$ cat src/rtl/exec_ppn_tracker.sv
// exec_ppn_tracker: set of physical pages currently mapped executable on the
// I-side, with a zero-latency hit query for the D-side write guard.
// Ports:
//   clk, rst                   clock, synchronous active-high reset
//   ins_valid/ins_ppn/ins_ready  insert request (refcounted per PPN)
//   rem_valid/rem_ppn/rem_ready  remove request (always ready)
//   flush_req                  clear the table (ignored once locked)
//   lock_i                     sticky lock; set becomes grow-only
//   query_pa/hit_exec_ppn      combinational page-hit query (fail-safe on overflow)
//   count                      number of valid entries
//   err_full, err_locked_op    sticky error flags
module exec_ppn_tracker #(
  parameter int unsigned ENTRIES    = 8,
  parameter int unsigned PPN_W      = 20,
  parameter int unsigned PAGE_SHIFT = 12,
  parameter int unsigned REF_W      = 4
) (
  input  logic                           clk,
  input  logic                           rst,
  input  logic                           ins_valid,
  input  logic [PPN_W-1:0]               ins_ppn,
  output logic                           ins_ready,
  input  logic                           rem_valid,
  input  logic [PPN_W-1:0]               rem_ppn,
  output logic                           rem_ready,
  input  logic                           flush_req,
  input  logic                           lock_i,
  input  logic [31:0]                    query_pa,
  output logic                           hit_exec_ppn,
  output logic [$clog2(ENTRIES+1)-1:0]   count,
  output logic                           err_full,
  output logic                           err_locked_op
);

  localparam int unsigned CNT_W = $clog2(ENTRIES + 1);
  localparam int unsigned IDX_W = (ENTRIES > 1) ? $clog2(ENTRIES) : 1;
  localparam logic [REF_W-1:0] REF_MAX = '1;
  localparam logic [REF_W-1:0] REF_ONE = REF_W'(1);

  logic [ENTRIES-1:0] valid_q;
  logic [PPN_W-1:0]   ppn_q [ENTRIES];
  logic [REF_W-1:0]   ref_q [ENTRIES];

  logic [PPN_W-1:0]   qppn;
  logic [ENTRIES-1:0] ins_hit, rem_hit, q_hit, free_vec, dec_vec;
  logic               free_found;
  logic [IDX_W-1:0]   free_idx;
  logic               ins_match, full, ins_fire, rem_do, flush_do;
  logic               alloc, cancel, inc_en, dec_en;
  logic [CNT_W-1:0]   count_d;
  logic               unused_pa;

  assign qppn      = PPN_W'(query_pa[31:PAGE_SHIFT]);
  assign unused_pa = ^query_pa[PAGE_SHIFT-1:0];

  // CAM compare on all three ports plus lowest free slot search
  always_comb begin
    ins_hit    = '0;
    rem_hit    = '0;
    q_hit      = '0;
    free_found = 1'b0;
    free_idx   = '0;
    for (int i = ENTRIES - 1; i >= 0; i--) begin
      ins_hit[i] = valid_q[i] && (ppn_q[i] == ins_ppn);
      rem_hit[i] = valid_q[i] && (ppn_q[i] == rem_ppn);
      q_hit[i]   = valid_q[i] && (ppn_q[i] == qppn);
      if (!valid_q[i]) begin
        free_found = 1'b1;
        free_idx   = IDX_W'(i);
      end
    end
  end

  assign ins_match    = |ins_hit;
  assign full         = (count == CNT_W'(ENTRIES));
  assign ins_ready    = !flush_req && (ins_match || !full);
  assign rem_ready    = 1'b1;
  // Overflow after lock means an executable page may be untracked: block everything
  assign hit_exec_ppn = (|q_hit) || (lock_i && err_full);

  assign ins_fire = ins_valid && ins_ready;
  assign flush_do = flush_req && !lock_i;
  assign rem_do   = rem_valid && !lock_i && !flush_req;
  assign alloc    = ins_fire && !ins_match && free_found;
  // Insert and remove of an existing PPN in one cycle cancel out
  assign cancel   = ins_fire && rem_do && ins_match && (ins_ppn == rem_ppn);
  assign inc_en   = ins_fire && ins_match && !cancel;
  assign dec_en   = rem_do && !cancel;

  // Saturated entries are pinned: never decremented nor freed
  always_comb begin
    free_vec = '0;
    dec_vec  = '0;
    for (int i = 0; i < ENTRIES; i++) begin
      free_vec[i] = dec_en && rem_hit[i] && (ref_q[i] == REF_ONE) && (ref_q[i] != REF_MAX);
      dec_vec[i]  = dec_en && rem_hit[i] && (ref_q[i] > REF_ONE) && (ref_q[i] != REF_MAX);
    end
  end

  assign count_d = count + CNT_W'(alloc) - CNT_W'(|free_vec);

  // Table and flag state
  always_ff @(posedge clk) begin
    if (rst) begin
      valid_q       <= '0;
      count         <= '0;
      err_full      <= 1'b0;
      err_locked_op <= 1'b0;
      for (int i = 0; i < ENTRIES; i++) begin
        ppn_q[i] <= '0;
        ref_q[i] <= '0;
      end
    end else begin
      if (flush_do) begin
        valid_q <= '0;
        count   <= '0;
        for (int i = 0; i < ENTRIES; i++) ref_q[i] <= '0;
      end else begin
        for (int i = 0; i < ENTRIES; i++) begin
          if (free_vec[i]) begin
            valid_q[i] <= 1'b0;
            ref_q[i]   <= '0;
          end else if (dec_vec[i]) begin
            ref_q[i] <= ref_q[i] - REF_ONE;
          end else if (inc_en && ins_hit[i] && (ref_q[i] != REF_MAX)) begin
            ref_q[i] <= ref_q[i] + REF_ONE;
          end
        end
        if (alloc) begin
          valid_q[free_idx] <= 1'b1;
          ppn_q[free_idx]   <= ins_ppn;
          ref_q[free_idx]   <= REF_ONE;
        end
        count <= count_d;
      end
      if (ins_valid && !ins_ready && !flush_req) err_full <= 1'b1;
      if (lock_i && (rem_valid || flush_req))     err_locked_op <= 1'b1;
    end
  end

`ifndef SYNTHESIS
  // Structural invariants: unique PPNs, count tracks valid bits
  always @(posedge clk) begin
    if (!rst) begin
      assert ($countones(valid_q) == int'(count))
        else $error("exec_ppn_tracker: count disagrees with valid bits");
      for (int i = 0; i < ENTRIES; i++) begin
        for (int j = i + 1; j < ENTRIES; j++) begin
          assert (!(valid_q[i] && valid_q[j] && (ppn_q[i] == ppn_q[j])))
            else $error("exec_ppn_tracker: duplicate PPN in slots %0d and %0d", i, j);
        end
      end
    end
  end
`endif

endmodule
$ cat config.mk
export PLATFORM = sky130hd
export DESIGN_NAME = exec_ppn_tracker
export DESIGN_NICKNAME = d
export VERILOG_FILES = /design/src/rtl/exec_ppn_tracker.sv
export SDC_FILE = /design/constraint.sdc
export NUM_CORES = 1
export LEC_CHECK = 0
export CORE_AREA = 2 2 173 175
export DETAILED_ROUTE_END_ITERATION = 12
export DIE_AREA = 0 0 175 177
export PLACE_DENSITY = 0.78
export SYNTH_ARGS = -nofsm -noshare
export SYNTH_HDL_FRONTEND = slang
export SYNTH_SLANG_ARGS = --single-unit
$ cat constraint.sdc
create_clock -name clk -period 4.1 [get_ports clk]
set_input_delay 0.82 -clock clk [delete_from_list [all_inputs] [get_ports clk]]
set_output_delay 0.82 -clock clk [all_outputs]
set_load 0.1 [all_outputs]
==> flow_summary.ini, run 1 <==
[logic_synthesis]
avgSynthCellArea_um2 = 9.521
synthTopCellsByArea = edfxtp_1, xnor2_1, xor2_1, and2_1, dfxtp_1
yosysTopAreaCell = edfxtp_1
seq_area_frac_synth_pct = 35.46
ys_warn_count = 0
synth_top_area_share_pct = 29.75
synth_area_um2 = 16150
syn_inst = 1696
synth-edff-count = 160
ys_types = 86
synth_seq_cells = 206
synthesis.nets = 1804
synthFlopType = edfxtp_1
async_flop_share_pct = 0

[finish]
syn_to_final_growth_pct = 30.89
layout.nets = 2139
register_area_um2 = 5725
final_area_um2 = 21140
final_core_util_pct = 72.27
layout-drive-gt1-share_pct = 22.83
fin_cells = 2440
multiInputGateArea_um2 = 9905
antenna_cells = 0
fillerInstances = 2156

[min_path]
hold_path_startpoint = err_locked_op
min_path_type = flip-flop to flip-flop
whs_path_depth = 2
hold_end = err_locked_op

[grt]
antenna_found_initial = 0
grt_overflow = 0
grt_busiest_layer = met2
first_global_vias = 14820
grt_pass1_wl_um = 97600
use_met1_pct = 56.92
grt_use_total_pct = 43.68
grt_util_met2_pct = 66.91
grt_max_degree = 26
grt.met3_usage_pct = 10.12

[die]
fp-row-count = 63
die_w_um = 175
initial_core_util_pct = 55.22
die_h_um = 177
pin_count = 87
die-area_um2 = 30980
core_um2 = 29240

[clock_network]
cts.reportedPaths.clkPinSlew_ns = 0.07
cts.path.max_buffers = 3
clk_latency_ns = 0.55
ctsHoldBuffers = 0
cts_tree = yes
htreeDepth = 1
clkSinkCount = 206
cts-root-buf = clkbuf_16
cts_buffers = 25

[setup_path]
r2r-start = ppn_q[0][7]
regToRegEndpoint = count[2]
crit_path_start_kind = input port
cp-end-kind = output pin
critPathArrivalTime_ns = 3.35
r2r_setup_slack_ns = 0.41
critical_path.max_fanout = 5
reg2reg_depth = 15
required_ns = 3.28
crit_type = input port to output pin

[timing]
period_needed_ns = 4.168
finClkSkew_ns = 0.03352
final.setup.worst_slack_ns = -0.06793
relSlewSlack_pct = 33.54
slew_viol_final = 0
setup_viol = 1
whs_ns = 0.4582
period_share_pct = 101.7
hold_violations = 0
worst_pin_slew_ns = 0.9937
timing.fmax_ghz = 0.2399

[placed_design]
dp_hpwl_um = 52290
place_inst = 2383
dpl_cell_area_um2 = 19850
gp_congestion = 1.031
port_buffers = 73

[status]
violations = negative setup slack
status = finished with violations

[power_and_ir_drop]
swShare_pct = 29.73
p_int_w = 0.004433
pwr-share-seq_pct = 39.2
vdd_ir_drop_max_mv = 0.5193
p_comb_share_pct = 22.4
p_switching_w = 0.001875
p_clk_share_pct = 38.4
p_leak_nw = 8.142
p_per_area_nw_per_um2 = 298.5

[detailed_routing]
vias = 15330
drc_errors = 0
wl_per_cell_um = 28.30
dr.pass1.iters = 6
ant_nets = 0
drt_wl_total_um = 69060
dr.first_iter.drc_count = 1730
viasPerCell = 6.284

[run]
cap_violations = 0
==> critical path: stages <==
cell and delay [ns]:
clkdlybuf4s50_1 0.61, buf_4 0.22, buf_4 0.18, xnor2_1 0.16, nand3_1 0.12, nor2_1 0.35
a32oi_2 0.19, buf_4 0.19, and4_4 0.17, a21oi_4 0.14, buf_12 0.19
==> final cells by class <==
cell class                 instances  area share, %
multi-input combinational       1331          46.86
sequential                       206          27.09
inverter                          46         0.8170
clock inverter                    20          1.178
clock buffer                      26          2.978
tap                              390          2.309
timing repair buffer             421          18.77
==> routing by layer <==
metal  vias up  wire length [µm]
met3       233              8226
li1       6648                 -
met1      7369             26420
met2      1084             29950
met5         -                 0
met4         0              4465
==> power groups by stage <==
stage               clock (W)  sequential, W  combinational, W
floorplan                   0        0.00248          0.000693
global placement            0        0.00251           0.00132
detailed placement          0        0.00251           0.00134
CTS                   0.00242        0.00247           0.00135
global route          0.00250        0.00248           0.00147
finish                0.00242        0.00247           0.00141
==> per-stage QoR <==
step | total power [W] | TNS (ns) | setup WS, ns
global route | 0.006450 | -0.08784 | -0.08784
floorplan | 0.003172 | 0 | 0.05214
detailed placement | 0.003846 | -26.73 | -0.7842
global placement | 0.003831 | -23.09 | -0.6601
finish | 0.006309 | -0.06793 | -0.06793
CTS | 0.006243 | -0.04664 | -0.04664
==> synth_stat cells, types with 4 or more instances <==
| cell type | n |
|---|---|
| or2_2 | 13 |
| inv_1 | 46 |
| a21oi_1 | 30 |
| and2_1 | 164 |
| buf_4 | 9 |
| a221oi_1 | 4 |
| edfxtp_1 | 160 |
| and4_1 | 8 |
| o211ai_1 | 5 |
| nand3_1 | 64 |
| nor2_1 | 46 |
| a21o_1 | 12 |
| ha_1 | 29 |
| buf_2 | 47 |
| nor3_1 | 27 |
| or3_1 | 12 |
| nand4_1 | 105 |
| nor3b_1 | 8 |
| xnor2_1 | 317 |
| xor2_1 | 183 |
| clkbuf_1 | 49 |
| a211oi_1 | 8 |
| nand2b_1 | 7 |
| o21a_1 | 4 |
| dfxtp_1 | 46 |
| and3_1 | 22 |
| nor2b_1 | 4 |
| nand2_1 | 53 |
| mux2i_1 | 4 |
| nor4_1 | 78 |
| o22ai_1 | 5 |
| o21ai_0 | 35 |
| buf_6 | 7 |
| a31o_2 | 7 |
==> layout by cell type, fill, tap and decap left out, types with 52 or more instances in the layout <==
cell / synthesis / routed
and2_1: 164 / 164
edfxtp_1: 160 / 160
nand4_1: 105 / 105
nor4_1: 78 / 60
xnor2_1: 317 / 314
xor2_1: 183 / 182
nand2_1: 53 / 52
clkdlybuf4s50_1: 0 / 54
buf_4: 9 / 295
nand3_1: 64 / 63
==> timing repair <==
item / in CTS / in global routing
endpoints found under the hold margin: 0 / 0
pin swaps: 7 / 14
cloned: 0 / 1
buffers inserted: 1 / 9
endpoints found under the setup margin: 5 / 5
gates resized for setup: 22 / 49
==> flip-flops by register name (all words and copies together) (netlist names) <==
| name | cells |
|---|---|
| valid_q | 8 |
| count | 4 |
| ppn_q | 160 |
| err_full | 1 |
| err_locked_op | 1 |
| ref_q | 32 |
==> worst max path at each step <==
stage	from	end	depth (start not counted)
finish	ins_ppn[17]	ins_ready	11
global route	ins_ppn[18]	ins_ready	9
CTS	rem_ppn[6]	count[2]	18
detailed placement	rem_ppn[5]	count[2]	17
global placement	rem_ppn[8]	count[2]	17
floorplan	rem_ppn[17]	count[2]	16
==> logic make-up after synthesis <==
group	share of synthesized area, %
XOR/XNOR	27.42
buffers and inverters	4.595
flip-flops	35.46
other	0.02322
AO/OA/AOI/OAI	6.315
AND/OR/NAND/NOR	23.50
adder cells (fa/ha/maj)	2.371
multiplexers	0.3177
Power figures use the tool's default switching activity.
==> run 2: changes to the inputs <==
- CORE_AREA: 2 2 173 175 -> 2 2 169 171
- CTS_CLUSTER_DIAMETER: unset -> 120
- DIE_AREA: 0 0 175 177 -> 0 0 171 173
- DONT_BUFFER_PORTS: unset -> 1
- PLACE_DENSITY: 0.78 -> 0.77
==> run 2 against run 1 <==
The run now ends clean. Critical path depth increased by 5. Clock power up 5%. Sequential cell count stayed put. Global-route usage down 5.1 points. Power is 9.5% lower. Critical endpoint is now count[2].
==> flow_summary.ini, run 2 (synthesis gave the netlist of run 1 again) <==
[power_and_ir_drop]
p_int_w = 0.004300
vdd_ir_drop_max_mv = 0.3615
p_clk_share_pct = 44.4
p_switching_w = 0.001411
p_per_area_nw_per_um2 = 331.0
pwr-share-seq_pct = 43.3
p_comb_share_pct = 12.4
total_power_w = 0.005711
p_leak_nw = 5.949
swShare_pct = 24.70

[setup_path]
cp-end-kind = flip-flop
required_ns = 4.49
crit_chain = xnor2_1 > nand4_1 > nor4_1 > nand4_1 > buf_4 > or4b_2 > nand3_1 > nor3_1 > o21ai_0 > ha_1 > inv_1 > ha_1 > inv_1 > fa_1 > xor2_1 > nor2_1
slowest_stage = or4b_2
regToRegEndpoint = count[2]
crit_path_start_kind = flip-flop
critical_path.max_fanout = 3
crit_type = flip-flop to flip-flop
critPathArrivalTime_ns = 4.28
cpPeakStageDelay_ns = 0.71
r2r_setup_slack_ns = 0.21
reg2reg_depth = 16
r2r-start = ppn_q[0][14]

[min_path]
min_path_type = input port to flip-flop
whs_path_depth = 1
hold_path_startpoint = rst
hold_end = err_locked_op

[detailed_routing]
dr.pass1.iters = 6
dr.first_iter.drc_count = 1807
drc_errors = 0
wl_per_cell_um = 28.14
ant_nets = 0
viasPerCell = 6.672
vias = 13600
drt_wl_total_um = 57370

[clock_network]
clk_latency_ns = 0.54
cts.reportedPaths.clkPinSlew_ns = 0.06
clkSinkCount = 206
htreeDepth = 1
cts-root-buf = clkbuf_16
ctsHoldBuffers = 0
cts_buffers = 24
cts.path.max_buffers = 3
cts_tree = yes

[die]
core_um2 = 27630
die_h_um = 173
initial_core_util_pct = 58.45
die-area_um2 = 29580
fp-row-count = 61
pin_count = 87
die_w_um = 171

[timing]
hold_violations = 0
setup_viol = 0
slew_viol_final = 0
finClkSkew_ns = 0.01631
relSlewSlack_pct = 35.95
period_share_pct = 94.95
worst_pin_slew_ns = 0.9594
whs_ns = 0.3500
timing.fmax_ghz = 0.2569
final.setup.worst_slack_ns = 0.2070
period_needed_ns = 3.893

[finish]
layout.nets = 1751
reg_top3 = ppn_q: 160 flops, ref_q: 32 flops, valid_q: 8 flops
antenna_cells = 0
layout-drive-gt1-share_pct = 7.164
final_common_cell = xnor2_1
syn_to_final_growth_pct = 6.826
final_cell_mix = xnor2_1, xor2_1, and2_1, edfxtp_1, nand4_1
fin_cells = 2039
final_area_um2 = 17250
regMostFlops = ppn_q
largest_reg_flops = 160

[grt]
grt_use_total_pct = 38.57
grt_pass1_wl_um = 83750
antenna_found_initial = 0
grt_overflow = 0
grt_max_degree = 26
first_global_vias = 13130

[placed_design]
pre_cts_slack_ns = -0.03755
dpl_cell_area_um2 = 16320
place_inst = 1994
gp_congestion = 0.9953
dp_hpwl_um = 38880
port_buffers = 0

[run]
cap_violations = 0

[status]
status = finished, final reports clean
[run 2: changes by cell type in the layout (fill, tap and decap cells not counted), moves of 3 or more]
cell / before / now
buf_12: 43 / 0
buf_4: 295 / 34
buf_6: 11 / 0
bufinv_16: 5 / 8
clkdlybuf4s50_1: 54 / 0
clkinvlp_4: 5 / 1
dlygate4sd2_1: 3 / 0
dlymetal6s2s_1: 14 / 0
nor4_1: 60 / 77
nor4_2: 18 / 3
xnor2_1: 314 / 317
xnor2_2: 4 / 1
[run 2: final cells by class]
cell class | instances | area, µm²
timing repair buffer | 34 | 255.2
clock buffer | 28 | 636.9
fill | 2286 | 10380
clock inverter | 16 | 287.8
sequential | 206 | 5725
inverter | 46 | 172.7
multi-input combinational | 1331 | 9699
tap | 378 | 473.0
[run 2: worst max path at each step]
stage	end	slack, ns	cells past startpoint	startpoint
6_report	count[2]	0.21	16	ppn_q[0][14]
5_1_grt	count[3]	-0.01	16	ppn_q[0][9]
4_1_cts	count[2]	0.27	16	ppn_q[2][2]
3_5_place_dp	count[2]	-0.04	16	rem_ppn[2]
3_3_place_gp	count[2]	0.02	16	rem_ppn[14]
2_1_floorplan	count[2]	0.05	16	rem_ppn[17]
[run 2: routing by layer]
layer	GRT usage (%)	vias to the layer above	share of wire (%)
met2	57.48	972	42
met4	24.15	0	8.0
met5	0	-	0
li1	-	5854	-
met3	10.92	296	13
met1	49.20	6482	37
[run 2: stage by stage]
stage	TNS (ns)	utilization (%)
2_1_floorplan	0	-
3_3_place_gp	0	59.06
3_5_place_dp	-0.05712	59.06
4_1_cts	0	62.41
5_1_grt	-0.01307	62.44
6_report	0	62.44
[run 2: what timing repair did]
item	4_1_cts	5_1_grt
endpoints found under the setup margin	0	3
buffers inserted	0	1
gates resized for setup	0	0
[run 2: power groups by stage]
stage / clock network, W / registers, W / logic, W
floorplan: 0 / 0.00248 / 0.000693
detailed placement: 0 / 0.00251 / 0.000691
CTS: 0.00254 / 0.00246 / 0.000698
global route: 0.00262 / 0.00248 / 0.000772
finish: 0.00253 / 0.00247 / 0.000705
global placement: 0 / 0.00250 / 0.000673
[run 2: critical path: cells and delay by family (launching register included)]
kind | cells | cell delay (ns)
buffers and inverters | 3 | 0.33
flip-flops | 1 | 0.50
AND/OR/NAND/NOR | 7 | 1.53
XOR/XNOR | 2 | 0.35
adder cells (fa/ha/maj) | 3 | 0.83
AO/OA/AOI/OAI | 1 | 0.23
